$ cat src/rtl/wb_stage_if.sv
// Bus between the M stage / pipeline control and the MEM/WB write-back stage.
// Carries RetireCnt only when WB_RETIRE_CNT_EN is defined.
interface wb_stage_if;
    logic        Stall;
    logic        Flush;
    logic        M_Valid;
    logic [31:0] M_PC4;
    logic        M_RegWE;
    logic [4:0]  M_A3;
    logic [1:0]  M_WBSel;
    logic [31:0] M_ALUOut;
    logic [31:0] M_MemRD;
    logic [2:0]  M_LoadType;

    logic        W_Valid;
    logic        WE;
    logic [4:0]  A3;
    logic [31:0] WD;
    logic [31:0] PC4;
    logic        W_AdEL;
`ifdef WB_RETIRE_CNT_EN
    logic [31:0] RetireCnt;

    modport master (
        output Stall, Flush, M_Valid, M_PC4, M_RegWE, M_A3, M_WBSel,
               M_ALUOut, M_MemRD, M_LoadType,
        input  W_Valid, WE, A3, WD, PC4, W_AdEL, RetireCnt
    );

    modport slave (
        input  Stall, Flush, M_Valid, M_PC4, M_RegWE, M_A3, M_WBSel,
               M_ALUOut, M_MemRD, M_LoadType,
        output W_Valid, WE, A3, WD, PC4, W_AdEL, RetireCnt
    );
`else
    modport master (
        output Stall, Flush, M_Valid, M_PC4, M_RegWE, M_A3, M_WBSel,
               M_ALUOut, M_MemRD, M_LoadType,
        input  W_Valid, WE, A3, WD, PC4, W_AdEL
    );

    modport slave (
        input  Stall, Flush, M_Valid, M_PC4, M_RegWE, M_A3, M_WBSel,
               M_ALUOut, M_MemRD, M_LoadType,
        output W_Valid, WE, A3, WD, PC4, W_AdEL
    );
`endif
endinterface

$ cat src/rtl/wb_stage.sv
// MEM/WB pipeline register plus load extraction, write-back mux and misaligned-load detect.
// Optional retired-instruction counter enabled by WB_RETIRE_CNT_EN.
module wb_stage (
    input  logic       Clk,
    input  logic       Reset_n,
    wb_stage_if.slave  bus
);
    localparam int unsigned XLEN = 32;
    localparam int unsigned REGW = 5;

    localparam logic [1:0] WB_MEM  = 2'b01;
    localparam logic [1:0] WB_LINK = 2'b10;

    localparam logic [2:0] LT_LB  = 3'b001;
    localparam logic [2:0] LT_LBU = 3'b010;
    localparam logic [2:0] LT_LH  = 3'b011;
    localparam logic [2:0] LT_LHU = 3'b100;

    typedef struct packed {
        logic            valid;
        logic [XLEN-1:0] pc4;
        logic            reg_we;
        logic [REGW-1:0] a3;
        logic [1:0]      wb_sel;
        logic [XLEN-1:0] alu_out;
        logic [XLEN-1:0] mem_rd;
        logic [2:0]      load_type;
    } mw_t;

    mw_t mw_q;
    mw_t m_in;

    always_comb begin
        m_in.valid     = bus.M_Valid;
        m_in.pc4       = bus.M_PC4;
        m_in.reg_we    = bus.M_RegWE;
        m_in.a3        = bus.M_A3;
        m_in.wb_sel    = bus.M_WBSel;
        m_in.alu_out   = bus.M_ALUOut;
        m_in.mem_rd    = bus.M_MemRD;
        m_in.load_type = bus.M_LoadType;
    end

    // Flush beats Stall; a flushed slot still captures the non-control fields.
    always_ff @(posedge Clk or negedge Reset_n) begin
        if (!Reset_n) begin
            mw_q <= '0;
        end else if (bus.Flush) begin
            mw_q        <= m_in;
            mw_q.valid  <= 1'b0;
            mw_q.reg_we <= 1'b0;
        end else if (!bus.Stall) begin
            mw_q <= m_in;
        end
    end

    logic [1:0]      off;
    logic [7:0]      byte_sel;
    logic [15:0]     half_sel;
    logic [XLEN-1:0] load_val;
    logic            is_half;
    logic            is_word;

    always_comb begin
        off      = mw_q.alu_out[1:0];
        byte_sel = mw_q.mem_rd[7:0];
        case (off)
            2'd1:    byte_sel = mw_q.mem_rd[15:8];
            2'd2:    byte_sel = mw_q.mem_rd[23:16];
            2'd3:    byte_sel = mw_q.mem_rd[31:24];
            default: byte_sel = mw_q.mem_rd[7:0];
        endcase
        half_sel = off[1] ? mw_q.mem_rd[31:16] : mw_q.mem_rd[15:0];

        load_val = mw_q.mem_rd;
        case (mw_q.load_type)
            LT_LB:   load_val = {{24{byte_sel[7]}}, byte_sel};
            LT_LBU:  load_val = {24'b0, byte_sel};
            LT_LH:   load_val = {{16{half_sel[15]}}, half_sel};
            LT_LHU:  load_val = {16'b0, half_sel};
            default: load_val = mw_q.mem_rd;
        endcase
    end

    // Unknown load types behave as lw, including for alignment checking.
    always_comb begin
        is_half = (mw_q.load_type == LT_LH) || (mw_q.load_type == LT_LHU);
        is_word = !is_half && (mw_q.load_type != LT_LB) && (mw_q.load_type != LT_LBU);
    end

    logic            ad_el;
    logic [XLEN-1:0] wd;

    always_comb begin
        ad_el = mw_q.valid && (mw_q.wb_sel == WB_MEM) &&
                ((is_half && mw_q.alu_out[0]) || (is_word && (off != 2'b00)));

        wd = mw_q.alu_out;
        case (mw_q.wb_sel)
            WB_MEM:  wd = load_val;
            WB_LINK: wd = mw_q.pc4 + XLEN'(4);
            default: wd = mw_q.alu_out;
        endcase
    end

    assign bus.W_Valid = mw_q.valid;
    assign bus.W_AdEL  = ad_el;
    assign bus.WE      = mw_q.valid && mw_q.reg_we && (mw_q.a3 != '0) && !ad_el;
    assign bus.A3      = mw_q.a3;
    assign bus.WD      = wd;
    assign bus.PC4     = mw_q.pc4;

`ifdef WB_RETIRE_CNT_EN
    logic [XLEN-1:0] retire_cnt;

    // Counts each valid instruction once, on the edge it leaves W.
    always_ff @(posedge Clk or negedge Reset_n) begin
        if (!Reset_n) begin
            retire_cnt <= '0;
        end else if (mw_q.valid && !bus.Stall) begin
            retire_cnt <= retire_cnt + XLEN'(1);
        end
    end

    assign bus.RetireCnt = retire_cnt;
`endif
endmodule
$ cat src/flat_wrapper.sv
// flat-port wrapper written by rule: the top's interface ports become plain ports
module wb_stage_flat 
  (Clk, Reset_n, bus_Stall, bus_Flush, bus_M_Valid, bus_M_PC4, bus_M_RegWE, bus_M_A3, bus_M_WBSel, bus_M_ALUOut, bus_M_MemRD, bus_M_LoadType, bus_W_Valid, bus_WE, bus_A3, bus_WD, bus_PC4, bus_W_AdEL);
  wb_stage_if bus_i ();
  input  logic Clk;
  input  logic Reset_n;
  input wire logic [$bits(bus_i.Stall)-1:0] bus_Stall;
  input wire logic [$bits(bus_i.Flush)-1:0] bus_Flush;
  input wire logic [$bits(bus_i.M_Valid)-1:0] bus_M_Valid;
  input wire logic [$bits(bus_i.M_PC4)-1:0] bus_M_PC4;
  input wire logic [$bits(bus_i.M_RegWE)-1:0] bus_M_RegWE;
  input wire logic [$bits(bus_i.M_A3)-1:0] bus_M_A3;
  input wire logic [$bits(bus_i.M_WBSel)-1:0] bus_M_WBSel;
  input wire logic [$bits(bus_i.M_ALUOut)-1:0] bus_M_ALUOut;
  input wire logic [$bits(bus_i.M_MemRD)-1:0] bus_M_MemRD;
  input wire logic [$bits(bus_i.M_LoadType)-1:0] bus_M_LoadType;
  output wire logic [$bits(bus_i.W_Valid)-1:0] bus_W_Valid;
  output wire logic [$bits(bus_i.WE)-1:0] bus_WE;
  output wire logic [$bits(bus_i.A3)-1:0] bus_A3;
  output wire logic [$bits(bus_i.WD)-1:0] bus_WD;
  output wire logic [$bits(bus_i.PC4)-1:0] bus_PC4;
  output wire logic [$bits(bus_i.W_AdEL)-1:0] bus_W_AdEL;
  assign bus_i.Stall = bus_Stall;
  assign bus_i.Flush = bus_Flush;
  assign bus_i.M_Valid = bus_M_Valid;
  assign bus_i.M_PC4 = bus_M_PC4;
  assign bus_i.M_RegWE = bus_M_RegWE;
  assign bus_i.M_A3 = bus_M_A3;
  assign bus_i.M_WBSel = bus_M_WBSel;
  assign bus_i.M_ALUOut = bus_M_ALUOut;
  assign bus_i.M_MemRD = bus_M_MemRD;
  assign bus_i.M_LoadType = bus_M_LoadType;
  assign bus_W_Valid = bus_i.W_Valid;
  assign bus_WE = bus_i.WE;
  assign bus_A3 = bus_i.A3;
  assign bus_WD = bus_i.WD;
  assign bus_PC4 = bus_i.PC4;
  assign bus_W_AdEL = bus_i.W_AdEL;
  wb_stage u_core (.Clk(Clk), .Reset_n(Reset_n), .bus(bus_i));
endmodule
$ cat config.mk
export PLATFORM = sky130hd
export DESIGN_NAME = wb_stage_flat
export DESIGN_NICKNAME = d
export VERILOG_FILES = /design/src/rtl/wb_stage_if.sv /design/src/rtl/wb_stage.sv /design/src/flat_wrapper.sv
export SDC_FILE = /design/constraint.sdc
export NUM_CORES = 1
export LEC_CHECK = 0
export ABC_AREA = 1
export CORE_MARGIN = 8
export CORE_UTILIZATION = 50
export CTS_CLUSTER_DIAMETER = 200
export CTS_CLUSTER_SIZE = 10
export DETAILED_ROUTE_END_ITERATION = 16
export DONT_BUFFER_PORTS = 1
export PLACE_DENSITY = 0.65
export SYNTH_ARGS = -nofsm -noshare
export SYNTH_HDL_FRONTEND = slang
export SYNTH_SLANG_ARGS = --single-unit
$ cat constraint.sdc
create_clock -name Clk -period 2.6 [get_ports Clk]
set_clock_uncertainty 0.2 [all_clocks]
set_input_delay 0.65 -clock Clk [delete_from_list [all_inputs] [get_ports Clk]]
set_output_delay 0.65 -clock Clk [all_outputs]
set_load 0.02 [all_outputs]
# After elaboration in Yosys (flattened, before gate mapping)
# Index checks and enable logic that the tools add are counted.
# word_totals
out_inout_bits,72
input_bits,112
mem_bits_ro,0
mem_count,0
ramBits,0
latch_bits,0
register_bits,108
elab_cells,42
# classes
reduce_logical,15
n_bitwise,0
shifts,0
mux,6
mul,0
n_addsub,1
n_eq_ne,12
div_mod_pow,0
magnitude_cmp,0
# op_table
op,n
$mux 108,2
$pmux 32 s4,1
$pmux 32 s2,1
$add 32x3->32 const B,1
$pmux 8 s3,1
$mux 16,1
$logic_and 1x1->1,9
$eq 2x2->1 const B,3
$eq 3x2->1 const B,2
$reduce_bool 5->1,1
$eq 2x1->1 const B,2
$eq 3x1->1 const B,1
$eq 3x3->1 const B,1
$ne 3x1->1 const B,1
$ne 3x2->1 const B,1
$logic_not 1->1,2
$logic_or 1x1->1,2
$ne 2x1->1 const B,1
$reduce_bool 2->1,1

# Longest topological paths before layout
# depth
ltp_word,10
mapped_depth,11
depth_no_buf,11

# Worst setup path before layout
# OpenSTA, ideal clock, no wires.
# synth_path
path_type,flip-flop to output port
startpoint,register u_core.mw_q[0] (netlist name)
endpoint,output bus_WE
slack_ps,74
required_ps,1750
n_path_buf,1
stages_incl_launch_ff,8
arrival_ps,1676
cell_sequence,dfrtp_1 -> nor2_1 -> nand2_2 -> nand2_4 -> buf_4 -> a21oi_1 -> nor3_1 -> nor2_1
# synth_via
elab_chain_len,10
word_cells_on_any_way,14
classes_between,4 x eq/ne; 10 x reduce/logical
# synth_lines
element,line_no,source
start: declaration,wb_stage.sv:30,mw_t mw_q;
start signal: assignment,wb_stage.sv:49,mw_q <= m_in;
start signal: assignment,wb_stage.sv:53,mw_q <= m_in;
$eq 3x2->1 or $eq 3x3->1 (tied branches),wb_stage.sv:87,is_half = (mw_q.load_type == LT_LH) || (mw_q.load_type == LT_LHU);
$logic_or 1x1->1,wb_stage.sv:87,
$logic_not 1->1,wb_stage.sv:88,is_word = !is_half && (mw_q.load_type != LT_LB) && (mw_q.load_type != LT_LBU);
$logic_and 1x1->1 (2 in series),wb_stage.sv:88,
$logic_and 1x1->1,wb_stage.sv:96,((is_half && mw_q.alu_out[0]) || (is_word && (off != 2'b00)));
$logic_or 1x1->1 *,wb_stage.sv:96,
$logic_and 1x1->1 *,wb_stage.sv:95,ad_el = mw_q.valid && (mw_q.wb_sel == WB_MEM) &&
net bus_W_AdEL,flat_wrapper.sv:22,output wire logic [$bits(bus_i.W_AdEL)-1:0] bus_W_AdEL;
$logic_not 1->1 *,wb_stage.sv:108,assign bus.WE = mw_q.valid && mw_q.reg_we && (mw_q.a3 != '0) && !ad_el;
$logic_and 1x1->1 *,wb_stage.sv:108,
end: declaration,flat_wrapper.sv:18,output wire logic [$bits(bus_i.WE)-1:0] bus_WE;
# The timed path passes the listed nets; every way through them passes the cells marked *.

# Worst setup path after layout
# layout_path
startpoint,register u_core.mw_q[36] (netlist name)
endpoint,output bus_WD[29]
# layout_via
elab_chain_len,4
word_cells_on_any_way,7
classes_between,3 x eq/ne; 4 x mux
# layout_lines
element,line_no,source
$eq 2x2->1 or $eq 2x1->1 (tied branches),wb_stage.sv:67,case (off)
$pmux 8 s3,wb_stage.sv:67,
$pmux 32 s4 *,wb_stage.sv:76,case (mw_q.load_type)
$pmux 32 s2 *,wb_stage.sv:99,case (mw_q.wb_sel)
end: declaration,flat_wrapper.sv:20,output wire logic [$bits(bus_i.WD)-1:0] bus_WD;
# Every way passes the cells marked *; elsewhere a longest branch is shown, timed or not.

==> qor.txt <==
drc violations = 0
GR Util All Layers = 0.264
flops & latches, synth = 108
Reg2Reg Launch Point = u_core.bus.PC4[3]
H-tree levels = 3
register-to-register setup slack = 1.41 ns
Final period util = 1.10
Hold WC Path Type = input pin to async pin
Post-synth top flop = dfrtp_1
first drt pass iteration count = 7
Design Power = 5.09 mW
M1 GR Usage = 0.338
vias = 6517
Worst-Skew Late Latency = 0.36 ns
crit path max fanout = 8
Placement Setup Slack = 0.0205 ns
port bufs = 0
TritonCTS clock tree = yes
io pins = 184
synth warn = 0
CTS Buffer Depth = 2
clock-pin slew on the worst setup and hold paths = 0.08 ns
CP Launch Type = register
R2R depth = 2
drt initial violations = 561
syn avg cell area = 7.38 um2
min setup slack post-route = -0.261 ns
area grow syn2layout = 26.1%
Routed wire per std cell = 20.4 um
clk sink count = 108
Hold Slack = -0.228 ns
max_cap viols = 0
gr busiest metal = met2
share of cells above drive strength 1 = 0.350
total global routing overflow = 0
clk root buf = clkbuf_16
Synth async-reset ratio = 1.00
nature of the critical path endpoint = output port
die area = 17500 um2
Antenna Diode Count = 0
Layout Nets = 1094
Synth cell types = 34
M2 GR Usage = 0.410
Lkg Pwr = 4.00 nW
row cnt = 42
minimum clock period = 2.86 ns
failing checks = negative hold slack, negative setup slack
crit path kind = register to output port
first-pass GRT wire length = 36.1 mm
initial core utilization = 0.510
Post-synth EDFFs = 0
WP data required = 1.75 ns
DIE HEIGHT = 132 um
slew margin rel. = 0.740
vias per cell = 5.62
Core ar. = 13200 um2
setup TNS after final layout = -7.26 ns
power per cell area = 597 nW/um2
Layout Utilization = 0.644
final hold vios = 108
R2R Path End = u_core.bus.PC4[3]
RSZ-0062 raised after global routing = true
max-slew violations = 0
pin count of the biggest net entering global routing = 109
Worst-Margin Slew = 0.390 ns
TritonCTS buffer count = 9
Final Cell Area = 8520 um2
run status = finished with violations
sequential area share after synthesis = 0.400
Syn Nets = 1031
Die X = 132 um
final setup vio count = 34
antenna violation net count after detailed routing = 0
Cells after Synth = 916
largest vdd supply drop = 0.533 mV
Mapped Area = 6760 um2
arrival time at the worst endpoint = 2.01 ns
fmax = 0.350 GHz
met3 usage = 0.0793
Post-Route WL = 23.6 mm
placed cell areas = 7200 um2
detailed placer's ending HPWL = 17.8 mm
vias in the first global route = 6425
initial antenna violation count = 1
GP Congestion = 0.946
## registers in the layout, summed over array words and instances (netlist names)
name                cells
u_core.bus.W_Valid      1
u_core.bus.PC4         32
u_core.mw_q            70
u_core.bus.A3           5
## per-stage QoR
stage,hold WS [ns],std cells
2_1_floorplan,0.154,916
6_report,-0.228,1160
3_3_place_gp,0.157,1104
3_5_place_dp,0.158,1104
4_1_cts,-0.239,1141
5_1_grt,-0.239,1160
## cells by family after synthesis
| logic type | count (synthesis) | share of synthesized area |
|---|---|---|
| fa+ha+maj | 3 | 0.00555 |
| compound gates | 147 | 0.114 |
| mux | 44 | 0.0733 |
| flops | 108 | 0.400 |
| simple gates | 455 | 0.287 |
| buf+inv | 159 | 0.121 |
## Yosys cell counts (2+ instances only)
cell type	instances	area, um2
nor2_4	2	22.5
a31oi_1	3	18.8
nand2_1	274	1030
nor2_2	2	12.5
inv_2	3	11.3
nor2_1	93	349
nor3_1	5	25.0
buf_4	40	300
clkbuf_1	17	63.8
nand2_2	3	18.8
inv_1	78	293
ha_1	3	37.5
buf_6	4	45.0
o21ai_0	100	500
o211ai_1	8	60.1
nand3_1	58	290
nand3_2	12	120
a21oi_1	33	165
nand2_4	2	22.5
buf_2	12	60.1
mux2_2	44	495
dfrtp_1	108	2700
## final cells by class
cell class	instances	area [um2]
Clock buffer	9	225
Fill cell	1189	4720
Timing Repair Buffer	127	1150
Clock inverter	7	68.8
Sequential cell	108	2710
Tap cell	176	220
Multi-Input combinational cell	650	3810
Inverter	83	330
## cells in the final DEF (no fill, tap or decap), drive strengths merged
cell,synthesis,layout
a21oi,34,34
clkbuf,17,10
buf,58,126
nand3,71,72
o21ai,101,101
o211ai,8,8
inv,82,84
mux2,44,44
or2,1,1
clkinvlp,0,2
a21o,1,1
clkinv,1,4
nand2,279,279
nand4,1,1
nor3,5,5
ha,3,3
dfrtp,108,108
nor2,98,98
a31oi,3,3
## worst max-delay path: stages, from the launching register on
cell	delay, ns
dfrtp_2	0.47
buf_12	0.17
nand2_4	0.07
nand2_4	0.05
nand2_4	0.08
nand3_4	0.14
buf_12	0.17
nand3_4	0.13
nand3_2	0.10
nand2_1	0.08
nand2_1	0.06
nand2_2	0.13
## timing repair
action / in CTS / in global routing
pin swaps: 37 / 48
resized for setup: 112 / 92
endpoints found under the hold margin: 108 / 108
endpoints found under the setup margin: 34 / 34
cloned: 2 / 1
buffers inserted: 19 / 18
## worst max-delay path by stage
| stage | start | endpoint | slack (ns) | depth (start not counted) |
|---|---|---|---|---|
| 4_1_cts | u_core.mw_q[2] | bus_WD[14] | -0.24 | 11 |
| 2_1_floorplan | u_core.mw_q[0] | bus_WE | 0.07 | 7 |
| 3_3_place_gp | u_core.mw_q[35] | bus_WD[3] | -0.04 | 9 |
| 3_5_place_dp | u_core.mw_q[2] | bus_WD[4] | 0.02 | 10 |
| 5_1_grt | u_core.mw_q[36] | bus_WD[29] | -0.33 | 11 |
| 6_report | u_core.mw_q[36] | bus_WD[29] | -0.26 | 11 |
## metal layers
layer  routed length [um]  up-vias  part of all wire
li1                     -     3037                 -
met1                 9680     3048              0.41
met2                10500      371              0.44
met3                 2700       59              0.11
met4                  752        2             0.032
met5                   12        -           0.00051
## power breakdown
part           leakage (nW)  switching, mW  internal, mW
logic                  2.58           1.07         0.671
registers              1.27          0.148          1.82
clock network         0.143          0.702         0.676
(Power assumes the default switching activity.)
